File: src/rtl/tx_packet_arbiter.sv
// Packet-atomic round-robin arbiter sharing one TX stream between NUM_REQ packet sources.
// Optional build macro TX_ARB_PRIO0_EN gives requester 0 strict priority at arbitration.
module tx_packet_arbiter #(
    parameter int NUM_REQ    = 4,
    parameter int DATA_WIDTH = 64
) (
    input  logic                          clk,
    input  logic                          rst,
    input  logic [NUM_REQ-1:0]            req_valid,
    input  logic [NUM_REQ*DATA_WIDTH-1:0] req_data,
    input  logic [NUM_REQ-1:0]            req_sop,
    input  logic [NUM_REQ-1:0]            req_eop,
    output logic [NUM_REQ-1:0]            req_ready,
    output logic                          tx_valid,
    output logic [DATA_WIDTH-1:0]         tx_data,
    output logic                          tx_sop,
    output logic                          tx_eop,
    input  logic                          tx_ready,
    output logic [$clog2(NUM_REQ)-1:0]    grant_id,
    output logic                          busy,
    output logic [15:0]                   pkts_sent,
    output logic                          proto_err
);

    localparam int IW = $clog2(NUM_REQ);

    localparam logic ST_IDLE = 1'b0;
    localparam logic ST_XFER = 1'b1;

    logic          state_q, state_d;
    logic [IW-1:0] rr_q, rr_d;
    logic [IW-1:0] grant_q, grant_d;
    logic [15:0]   pkts_q, pkts_d;
    logic          err_q, err_d;
    logic          mid_q, mid_d;

    logic [NUM_REQ-1:0]    cand;
    logic                  found;
    logic [IW-1:0]         winner;
    logic [IW-1:0]         grant_inc;
    logic [DATA_WIDTH-1:0] data_arr [NUM_REQ];

    always_comb begin
        for (int unsigned i = 0; i < NUM_REQ; i++) begin
            data_arr[i] = req_data[i*DATA_WIDTH +: DATA_WIDTH];
        end
    end

    // Circular search starting at the round-robin pointer; first hit wins.
    always_comb begin
        int unsigned idx;
        idx    = 0;
        cand   = req_valid & req_sop;
        found  = 1'b0;
        winner = '0;
        for (int unsigned i = 0; i < NUM_REQ; i++) begin
            idx = (32'(rr_q) + i) % NUM_REQ;
            if (!found && cand[IW'(idx)]) begin
                found  = 1'b1;
                winner = IW'(idx);
            end
        end
`ifdef TX_ARB_PRIO0_EN
        if (cand[0]) begin
            found  = 1'b1;
            winner = '0;
        end
`endif
    end

    assign grant_inc = (grant_q == IW'(NUM_REQ - 1)) ? '0 : grant_q + 1'b1;

    always_comb begin
        state_d   = state_q;
        rr_d      = rr_q;
        grant_d   = grant_q;
        pkts_d    = pkts_q;
        err_d     = err_q;
        mid_d     = mid_q;
        req_ready = '0;
        tx_valid  = 1'b0;
        tx_data   = '0;
        tx_sop    = 1'b0;
        tx_eop    = 1'b0;

        if (state_q == ST_IDLE) begin
            // Stray non-SOP beats are swallowed here so they cannot block their source.
            req_ready = req_valid & ~req_sop;
            if (|(req_valid & ~req_sop)) begin
                err_d = 1'b1;
            end
            if (found) begin
                grant_d = winner;
                state_d = ST_XFER;
                mid_d   = 1'b0;
            end
        end else begin
            tx_valid           = req_valid[grant_q];
            tx_data            = data_arr[grant_q];
            tx_sop             = req_sop[grant_q];
            tx_eop             = req_eop[grant_q];
            req_ready[grant_q] = tx_ready;
            if (tx_valid && tx_ready) begin
                mid_d = 1'b1;
                if (mid_q && tx_sop) begin
                    err_d = 1'b1;
                end
                if (tx_eop) begin
                    state_d = ST_IDLE;
                    pkts_d  = pkts_q + 16'd1;
`ifdef TX_ARB_PRIO0_EN
                    if (grant_q != '0) begin
                        rr_d = grant_inc;
                    end
`else
                    rr_d = grant_inc;
`endif
                end
            end
        end
    end

    always_ff @(posedge clk) begin
        if (rst) begin
            state_q <= ST_IDLE;
            rr_q    <= '0;
            grant_q <= '0;
            pkts_q  <= '0;
            err_q   <= 1'b0;
            mid_q   <= 1'b0;
        end else begin
            state_q <= state_d;
            rr_q    <= rr_d;
            grant_q <= grant_d;
            pkts_q  <= pkts_d;
            err_q   <= err_d;
            mid_q   <= mid_d;
        end
    end

    assign grant_id  = grant_q;
    assign busy      = (state_q == ST_XFER);
    assign pkts_sent = pkts_q;
    assign proto_err = err_q;

endmodule
File: config.mk
export PLATFORM = sky130hd
export DESIGN_NAME = tx_packet_arbiter
export DESIGN_NICKNAME = d
export VERILOG_FILES = /design/src/rtl/tx_packet_arbiter.sv
export SDC_FILE = /design/constraint.sdc
export NUM_CORES = 1
export LEC_CHECK = 0
export CORE_AREA = 2 2 142 144
export CTS_CLUSTER_SIZE = 28
export DETAILED_ROUTE_END_ITERATION = 6
export DIE_AREA = 0 0 144 146
export SLEW_MARGIN = 20
export SYNTH_ARGS = -nofsm -noshare
export SYNTH_HDL_FRONTEND = slang
export SYNTH_SLANG_ARGS = --single-unit
File: constraint.sdc
create_clock -name clk -period 3.1 [get_ports clk]
set_input_delay 0.62 -clock clk [delete_from_list [all_inputs] [get_ports clk]]
set_output_delay 0.62 -clock clk [all_outputs]
set_load 0.02 [all_outputs]
Word level (Yosys, flattened, before mapping) --
Cells that the tools add are included.
Storage, ports and cells: register bits after elaboration 23, input port bits 271, output and inout port bits 91, word-level logic and storage cells 87
Cells by class: add/sub/neg operators 5, magnitude comparators 7, equality and inequality tests 3, multiplexer cells 44, bitwise gates (word level) 6, reductions and logical operators 16
Operator list (count):
- $mux W64 | 3
- $bmux W64 S2 | 1
- $mux W1 | 26
- $add A16 B1 Y16 const B | 1
- $lt A2 B3 Y1 const B | 5
- $bmux W1 S2 | 7
- $and A4 B4 Y4 | 3
- $mux W2 | 5
- $logic_and A1 B1 Y1 | 6
- $reduce_and A3 Y1 | 2
- $add A2 B1 Y2 const B | 2
- $add A2 B2 Y2 const B | 2
- $mux W4 | 1
- $ne A2 B1 Y1 const B | 2
- $not A4 Y4 | 1
- $reduce_and A2 Y1 | 2
- $reduce_bool A2 Y1 | 2
- $reduce_or A4 Y1 | 1
- $ge A3 B3 Y1 const B | 1
- $logic_not A1 Y1 | 3
- $not A2 Y3 | 1
- $demux W1 S2 | 1
- $eq A2 B2 Y1 const B | 1
- $ge A2 B1 Y1 const B | 1
- $not A1 Y1 | 1

Depth between registers and ports, before layout --
Gate-level depths: netlist (run 1).
depth after elaboration 15, gate-level depth with buffers 8, depth with buffers taken out 6

Worst setup path before layout (run 1) --
Ideal clock, no wire load.
path kind flip-flop to output port, start reg grant_q[0], in the netlist grant_id[0], end out tx_data[36], data arrival time 1996 ps, data required time 2480 ps, setup slack 484 ps, cell stages (with the launch flop) 6, path buffers 3, cells stage by stage dfxtp_1 -> buf_2 -> buf_2 -> buf_2 -> mux4_2 -> and2_1
Between the ends: cells in the longest elaborated chain, start to end 5
RTL lines:
- start, declared | RTL line 32 | logic [IW-1:0] grant_q, grant_d;
- start signal, assigned | RTL line 134 | grant_q <= grant_d;
- $not A2 Y3 (not written as such) | RTL line 99 | tx_data = data_arr[grant_q];
- $bmux W64 S2 | RTL line 99
- $mux W64 (not written as such) (2 in series) | RTL line 99
- $mux W64 | RTL line 86 | if (state_q == ST_IDLE) begin
- end, declared | RTL line 15 | output logic [DATA_WIDTH-1:0] tx_data,
Every way passes these cells. The select of a mux whose other input is x is not followed.

Worst setup path in the final report (run 1) --
start in req_valid[3], end out tx_valid
Between the ends: cells in the longest elaborated chain, start to end 3
RTL lines:
- start, declared | RTL line 9 | input logic [NUM_REQ-1:0] req_valid,
- $bmux W1 S2 | RTL line 98 | tx_valid = req_valid[grant_q];
- $mux W1 (not written as such) | RTL line 98
- $mux W1 | RTL line 86
- end, declared | RTL line 14 | output logic tx_valid,
Every way passes these cells. The select of a mux whose other input is x is not followed.

==> results by stage, run 1 <==
Status:
- The run finished with clean final reports.

Setup path:
- The most used cell along the critical path is sky130_fd_sc_hd__clkdlybuf4s50_1.
- The critical-path cell with the highest stage delay is sky130_fd_sc_hd__mux4_2.
- At the worst endpoint, the required time is 2480 ps.
- The capturing element type of the critical path is an output port.
- The maximum fanout encountered on the critical timing path is 4.
- Data arrives at the worst endpoint at 2390 ps.
- The critical path startpoint is req_valid[3].
- Walking the worst path, the cells encountered are clkdlybuf4s50_1 > mux4_2 > and2_1 > clkdlybuf4s50_1.
- The worst setup path is launched from an input pin.
- The reg-to-reg startpoint is grant_id[0]$_SDFFE_PP0P_.
- The largest delay contributor family on the critical path is buffers and inverters.
- The critical path in this run is classified as input pin to output port.
- The largest stage delay on the critical path is 560 ps.
- The number of buffers and inverters on the critical path is 2.

Global routing:
- The met3 layer usage reported by global route is 4.57%.
- The first global-routing pass estimated 27000 um of wire.
- The via count of the first global-routing pass is 4349.
- Global routing used 16.8% of the available tracks across all layers.
- After global routing, the most crowded layer is met2.
- The number of antenna violations at the first check in global routing came to 3.
- The total overflow left after global routing is 0.
- For this run, global-route usage on met2 was measured as 30.0%.
- Global routing used 20.0% of the available met1 tracks.
- The maximum number of pins on one net before global-route repair is 48.

Placement:
- The count of input and output buffers is 361.
- The worst slack after detailed placement is 70.7 ps.
- At the end of routability-driven placement, the weighted congestion stood at 0.978.
- The total placed instance area is 0.00721 mm2.
- The final HPWL from detailed placement is 16000 um.

Finish:
- The core occupancy in the finished layout is 37.7%.
- Relative to the synthesized area, the layout overhead comes to 122%.
- The summed area of non-filler cells in the final layout is 0.00730 mm2.
- For this run, the post-layout net count is 933.
- The share of post-route cells with drive strength above 1 is 13.6%.
- After filler insertion, the fill cell instance count of the layout stands at 1924.

Synth:
- The synthesized design contains 23 register bits.
- A synthesized cell averages 10.6 um2.
- The number of standard cells after synthesis is 311.
- For this run, asynchronously set or reset flops after synthesis account for 0%.
- After synthesis the cells add up to 0.00328 mm2.
- The largest total area in the synthesized netlist belongs to sky130_fd_sc_hd__mux4_2.
- Yosys printed 0 warnings.
- The proportion of synthesized chip area in sequential cells is 14.0%.
- By count the netlist is led by sky130_fd_sc_hd__and2_1 (68), sky130_fd_sc_hd__mux4_2 (67), sky130_fd_sc_hd__nor2_1 (24), sky130_fd_sc_hd__dfxtp_1 (23), sky130_fd_sc_hd__clkbuf_1 (16).
- The synthesized netlist contains 33 unique library cells.
- The synthesized design devotes to its leading area cell type 46.0% of total area.
- The number of nets in the synthesized netlist is 587.
- After synthesis, the cell types taking the most area are sky130_fd_sc_hd__mux4_2 (46%), sky130_fd_sc_hd__dfxtp_1 (14%), sky130_fd_sc_hd__and2_1 (13%), sky130_fd_sc_hd__xor2_1 (2.9%), sky130_fd_sc_hd__nor2_1 (2.7%).
- The count of flip-flops with a built-in enable after synthesis is 0.
- In the synthesized netlist the dominant register cell turns out to be sky130_fd_sc_hd__dfxtp_1.
- In the post-synthesis netlist, the cell with the most instances is sky130_fd_sc_hd__and2_1.

STA:
- The smallest clock period supported by the final layout is computed as 3010 ps.
- The post-route clock period utilization is 97.1%.
- In the final timing run, aggregate negative setup slack is 0 ps.
- The hold violation total from the final report was 0.
- Setup repair after global routing left no endpoint under its margin.
- On the final layout, the worst hold slack is 495 ps.
- For the pin with the worst max-slew slack, the measured transition is 811 ps.
- Setup violations remaining at the end of the flow were counted as 0.
- Derived from the worst setup path, the maximum achievable clock frequency is 0.332 GHz.
- The worst-case clock skew is 2.31 ps.
- The final number of max-transition violations is 0.
- Setup slack on the critical path of the routed design comes to 91.3 ps.
- The worst slew margin relative to its limit is 45.8%.

Clocking:
- After clock tree synthesis, the setup repair step added 0 buffers.
- The post-cts gate resize count is 0.
- The H-tree depth is 1.
- The tree is rooted in a sky130_fd_sc_hd__clkbuf_16.
- Clock tree synthesis inserted a total of 3 buffers.
- The TritonCTS clock tree is yes.
- The clock net sink count is 23.
- Buffers inserted to repair hold after CTS numbered 0.
- The later-pin clock latency in the skew report is 250 ps.
- The number of buffers on the longest clock path is 2.
- After clock tree synthesis, the clock-pin slew on the worst setup and hold paths is 60 ps.

Die:
- The initial utilization of the core area, before any placement, comes to 17.0%.
- The width of the die is 144 um.
- The core region is 0.0193 mm2.
- The number of I/O pins is 362.
- The placement row count is 51.
- Measured along the y axis, the die boundary spans 146 um.
- The floorplan step defined a die boundary enclosing 0.0210 mm2.

Drt:
- The first TritonRoute pass finished after 4 iterations.
- After detailed routing, the average wire length per cell comes to 20.5 um.
- The DRC violation count after routing is 0.
- The first routing iteration left 85 violations.
- The detail route stage leaves a number of antenna-violating nets equal to 0.
- In the routed layout, each cell is associated on average with a via count of 4.45.
- The routed via count is 4115.
- After detailed routing, the total wire length is 18900 um.

Power:
- Power spread over the standard cell area amounts to 226 mW/mm2.
- In this run switching power makes up 31.2% of total power.
- The net switching component of the power is 0.516 mW.
- The analysis attributes to cell leakage a power of 2.44 nW.
- Combinational logic burns 63.9% of the power.
- The clock share of power is 16.7%.
- Sequential cells burn 19.4% of the power.
- The internal power is 1.14 mW.
- VDD sags by at most 257 uV.

Worst hold path:
- The worst hold path begins at proto_err$_SDFFE_PP0P_.
- The min-delay analysis places its worst path in the category flop to flop.

Flow run:
- Max-cap violations in this run came to 0.
[per-layer routing]
layer,part of all wire [%],vias up,wire (um)
met1,39,2003,7380
met3,9.1,30,1730
met4,2.0,2,381
met2,50,196,9430
li1,-,1884,-
met5,0.069,-,13
[tightest hold or removal path, cell delays in order (launching register included)]
cell                       delay, ps
sky130_fd_sc_hd__dfxtp_1         340
sky130_fd_sc_hd__a311oi_1         50
sky130_fd_sc_hd__nor2_1           70
[cell type report]
class,instances,area [um2],area share [%]
Antenna cell,3,7.51,0.103
Sequential cell,23,469,6.43
Tap cell,265,332,4.54
Inverter,4,15.0,0.206
Multi-Input combinational cell,255,2660,36.5
Clock inverter,1,5.00,0.0686
Timing Repair Buffer,370,3730,51.1
Clock buffer,3,75.1,1.03
[cell families (layout without fill, tap and decap cells)]
kind of cell	after synthesis	count (layout)	share of synthesized area (%)
compound gates	22	22	4.00
xor+xnor	15	15	4.00
fa+ha+maj	5	5	1.91
buf+inv	33	378	4.84
flops	23	23	14.0
mux	67	67	46.0
other cells	0	3	0
simple gates	146	146	25.2
[registers in the layout (all words and copies together), names as in the netlist]
| register | count |
|---|---|
| mid_q | 1 |
| grant_id | 2 |
| rr_q | 2 |
| proto_err | 1 |
| pkts_sent | 16 |
| busy | 1 |
[worst paths after layout]
kind | slack (ps) | depth (start not counted) | end
max | 90 | 4 | tx_valid
min | 500 | 2 | proto_err$_SDFFE_PP0P_
max reg2reg | 1020 | 6 | pkts_sent[12]$_SDFFE_PP0P_
min reg2reg | 500 | 2 | proto_err$_SDFFE_PP0P_
[placed cells by master (no fill, tap or decap), types with 2 or more instances in the layout]
cell	count
sky130_fd_sc_hd__nand4_1	6
sky130_fd_sc_hd__buf_12	4
sky130_fd_sc_hd__clkbuf_16	3
sky130_fd_sc_hd__nand3_2	2
sky130_fd_sc_hd__nand2_1	12
sky130_fd_sc_hd__clkdlybuf4s50_1	361
sky130_fd_sc_hd__ha_1	5
sky130_fd_sc_hd__o21ai_0	6
sky130_fd_sc_hd__and3_1	2
sky130_fd_sc_hd__buf_4	5
sky130_fd_sc_hd__mux4_2	67
sky130_fd_sc_hd__dfxtp_1	20
sky130_fd_sc_hd__nor2_1	24
sky130_fd_sc_hd__nand2b_1	5
sky130_fd_sc_hd__a21oi_1	9
sky130_fd_sc_hd__and4_1	2
sky130_fd_sc_hd__xnor2_1	4
sky130_fd_sc_hd__xor2_1	11
sky130_fd_sc_hd__dfxtp_4	2
sky130_fd_sc_hd__inv_1	4
sky130_fd_sc_hd__and2_1	68
sky130_fd_sc_hd__nor3_1	6
sky130_fd_sc_hd__diode_2	3
sky130_fd_sc_hd__nand3_1	14
[power by group through the flow]
stage	sequential (mW)	clock, mW	combinational (mW)
2_1_floorplan	0.319	0	0.439
5_1_grt	0.323	0.302	1.12
4_1_cts	0.322	0.285	1.07
6_report	0.320	0.276	1.06
3_3_place_gp	0.328	0	1.05
3_5_place_dp	0.329	0	1.06
[metrics by stage]
| step | power, mW | std cells |
|---|---|---|
| detailed placement | 1.39 | 917 |
| CTS | 1.67 | 921 |
| global placement | 1.38 | 917 |
| floorplan | 0.758 | 311 |
| finish | 1.65 | 924 |
| global route | 1.74 | 922 |
(Power assumes the default switching activity.)
==> run 2: changes to the inputs <==
--- a/config.mk
+++ b/config.mk
@@ -5,10 +5,13 @@
 export SDC_FILE = /design/constraint.sdc
 export NUM_CORES = 1
 export LEC_CHECK = 0
-export CORE_AREA = 2 2 142 144
+export CELL_PAD_IN_SITES_DETAIL_PLACEMENT = 0
+export CELL_PAD_IN_SITES_GLOBAL_PLACEMENT = 1
+export CORE_AREA = 2 2 139 141
 export CTS_CLUSTER_SIZE = 28
 export DETAILED_ROUTE_END_ITERATION = 6
-export DIE_AREA = 0 0 144 146
+export DIE_AREA = 0 0 141 143
+export PLACE_DENSITY_LB_ADDON = 0.1
 export SLEW_MARGIN = 20
 export SYNTH_ARGS = -nofsm -noshare
 export SYNTH_HDL_FRONTEND = slang
==> run 2 against run 1 <==
Sequential cell count is the same. Global-route usage rose by 2.5 points. Core utilization up 1.2 points. Critical path type unchanged. Maximum frequency is 0.99% higher.
==> results by stage, run 2 (synthesis results as in run 1) <==
Setup path:
- The capturing element type of the critical path was an output port (unchanged).
- The nature of the critical path startpoint is an input pin (unchanged).
- The required time of the worst setup path is 2480 ps (about the same).
- The depth of the worst register-to-register path came to 7 (was 6).
- The maximum fanout encountered on the critical timing path was 6 (was 4).
- The reg-to-reg startpoint is grant_id[0]$_SDFFE_PP0P_ (unchanged).
- The endpoint of the lowest-slack register-to-register path is pkts_sent[10]$_SDFFE_PP0P_ (was pkts_sent[12]$_SDFFE_PP0P_).
- The minimum setup slack among reg-to-reg paths is 1000 ps (was 1020 ps).
- The critical path data arrival time is 2360 ps (was 2390 ps).
- The critical path class is input pin to output port (unchanged).

Die:
- The area of the placeable core is 0.0186 mm2 (was 0.0193 mm2).
- The effective utilization at floorplan is 17.7% (was 17.0%).
- The number of I/O pins was 362 (unchanged).
- The placement row count is 50 (was 51).
- The area enclosed by the die boundary is 0.0202 mm2 (was 0.0210 mm2).
- The width of the die is 141 um (was 144 um).
- The height of the chip is 143 um (was 146 um).

Clocking:
- The H-tree depth is 1 (unchanged).
- The hold-fix buffer count after cts was 0 (unchanged).
- The root buffer cell is sky130_fd_sc_hd__clkbuf_16 (unchanged).
- The later-pin clock latency in the skew report is 250 ps (about the same).
- The clock transition at the registers of the reported paths came to 60 ps (about the same).
- The clock net sink count is 23 (unchanged).
- The TritonCTS clock tree is yes (unchanged).
- The buffers inserted during post-CTS setup optimization is 0 (unchanged).
- The post-cts gate resize count was 0 (unchanged).
- The number of buffers on the longest clock path came to 2 (unchanged).
- The number of buffers created by CTS is 3 (unchanged).

STA:
- The post-route clock period utilization is 96.1% (was 97.1%).
- The worst-case clock skew is 1.35 ps (was 2.31 ps).
- The total of endpoints with negative setup slack in the final report is 0 (unchanged).
- The fmax is 0.336 GHz (was 0.332 GHz).
- The total negative slack was 0 ps (unchanged).
- RSZ-0062 raised after global routing: false (unchanged).
- The time the final worst path needs with I/O delays and setup is 2980 ps (was 3010 ps).
- The final number of max-transition violations came to 0 (unchanged).
- The actual slew at the worst max-slew pin came to 870 ps (was 811 ps).
- The worst slew margin relative to its limit came to 41.8% (was 45.8%).
- The hold violation total from the final report is 0 (unchanged).

Placement:
- The final HPWL from detailed placement is 17200 um (was 16000 um).
- The count of input and output buffers is 361 (unchanged).
- The weighted congestion at the end of routability-driven global placement is 0.917 (was 0.978).

Global routing:
- The total global routing track utilization is 19.3% (was 16.8%).
- The global-route wire length before repair came to 28800 um (was 27000 um).
- The number of antenna violations at the first check in global routing came to 1 (was 3).
- The total overflow reported by the global router came to 0 (unchanged).
- The maximum number of pins on one net before global-route repair is 80 (was 48).
- The via count of the first global-routing pass is 4162 (was 4349).

Finish:
- The commonest non-fill, non-tap cell in the layout is sky130_fd_sc_hd__clkdlybuf4s50_1 (unchanged).
- The area added between synthesis and finish is 121% (was 122%).
- The number of nets in the final layout is 932 (was 933).
- The share of post-route cells with drive strength above 1 is 13.3% (was 13.6%).
- Commonest cells after routing, fill and taps aside: sky130_fd_sc_hd__clkdlybuf4s50_1 (361), sky130_fd_sc_hd__and2_1 (68), sky130_fd_sc_hd__mux4_2 (67), sky130_fd_sc_hd__nor2_1 (24), sky130_fd_sc_hd__dfxtp_1 (20) (unchanged).
- The number of flip-flops under the largest register name came to 16 (unchanged).

Power:
- The ratio of total power to cell area is 225 mW/mm2 (was 226 mW/mm2).
- The worst voltage drop across the vdd grid came to 286 uV (was 257 uV).
- The standby leakage power came to 2.43 nW (was 2.44 nW).
- The total power of the final layout is 1.63 mW (was 1.65 mW).

Status:
- Run status: completed (unchanged).

Worst hold path:
- The worst hold path stage count is 2 (unchanged).
- The worst-case hold path end point is pkts_sent[15]$_SDFFE_PP0P_ (was proto_err$_SDFFE_PP0P_).
- The class of the tightest hold or removal check is flop to flop (unchanged).
- The start point of the worst min-delay path is pkts_sent[15]$_SDFFE_PP0P_ (was proto_err$_SDFFE_PP0P_).

Drt:
- The number of nets still failing antenna checks after routing is 0 (unchanged).
- The post-detailed-route wirelength per cell came to 23.1 um (was 20.5 um).
- The wire length after detailed routing is 20600 um (was 18900 um).
- The met3 wire length came to 1510 um (was 1730 um).
- The ratio of routed vias to standard cells is 4.61 (was 4.45).
- The highest signal layer in the routed design is met5 (unchanged).
- The detailed-router iteration count before antenna repair was 6 (was 4).
- The routed length on met1 came to 8040 um (was 7380 um).
- The starting DRC count in detailed routing is 160 (was 85).
- The DRC violation count after routing is 0 (unchanged).
- The total met2 wirelength after detailed routing is 10700 um (was 9430 um).
- The routed via count is 4103 (was 4115).

Flow run:
- The max capacitance violation total is 0 (unchanged).
## run 2: cell types whose count changed in the layout (fill, tap and decap cells not counted), sizes merged
cell    delta
buf        -1
clkbuf     +1
diode      -2
clkinv     -1
## run 2: layer usage
| metal | up-vias | GRT usage [%] |
|---|---|---|
| li1 | 1877 | - |
| met1 | 2038 | 23.0 |
| met2 | 166 | 35.0 |
| met3 | 20 | 5.37 |
| met4 | 2 | 3.47 |
| met5 | - | 0 |
## run 2: worst max-delay path by stage
stage,startpoint,to,cells past startpoint
floorplan,grant_id[0]$_SDFFE_PP0P_,tx_data[36],5
global placement,req_sop[2],tx_sop,4
detailed placement,req_sop[2],tx_sop,4
CTS,req_sop[2],tx_sop,4
global route,grant_id[1]$_SDFFE_PP0P_,tx_data[48],4
finish,req_sop[2],tx_sop,4
## run 2: report_power, final
group / internal, mW / total (mW) / switching (mW)
clock: 0.175 / 0.275 / 0.0998
sequential: 0.302 / 0.319 / 0.0166
combinational: 0.659 / 1.04 / 0.380
total: 1.14 / 1.63 / 0.497
## run 2: through the flow
stage | worst slack, ps | instance area (um2) | hold WS (ps) | utilization, % | instances
global placement | 140 | 7160 | 499 | 38.6 | 885
global route | 71.4 | 7240 | 559 | 39.0 | 889
finish | 121 | 7240 | 513 | 39.0 | 890
floorplan | 484 | 3280 | 469 | - | 311
detailed placement | 114 | 7160 | 492 | 38.6 | 885
CTS | 112 | 7240 | 524 | 39.0 | 889
## run 2: worst max-delay path, cell delays in order
cell                              delay (ps)
sky130_fd_sc_hd__clkdlybuf4s50_1         520
sky130_fd_sc_hd__mux4_2                  510
sky130_fd_sc_hd__and2_1                  170
sky130_fd_sc_hd__clkdlybuf4s50_1         540
## run 2: cell type report
class                   count  area [um2]
fillers                  1819       11300
multi-input cells         255        2660
flip-flops and latches     23         469
repair buffers            369        3720
clock buffers               4        78.8
inverters                   4        15.0
well taps                 234         293
diodes                      1        2.50
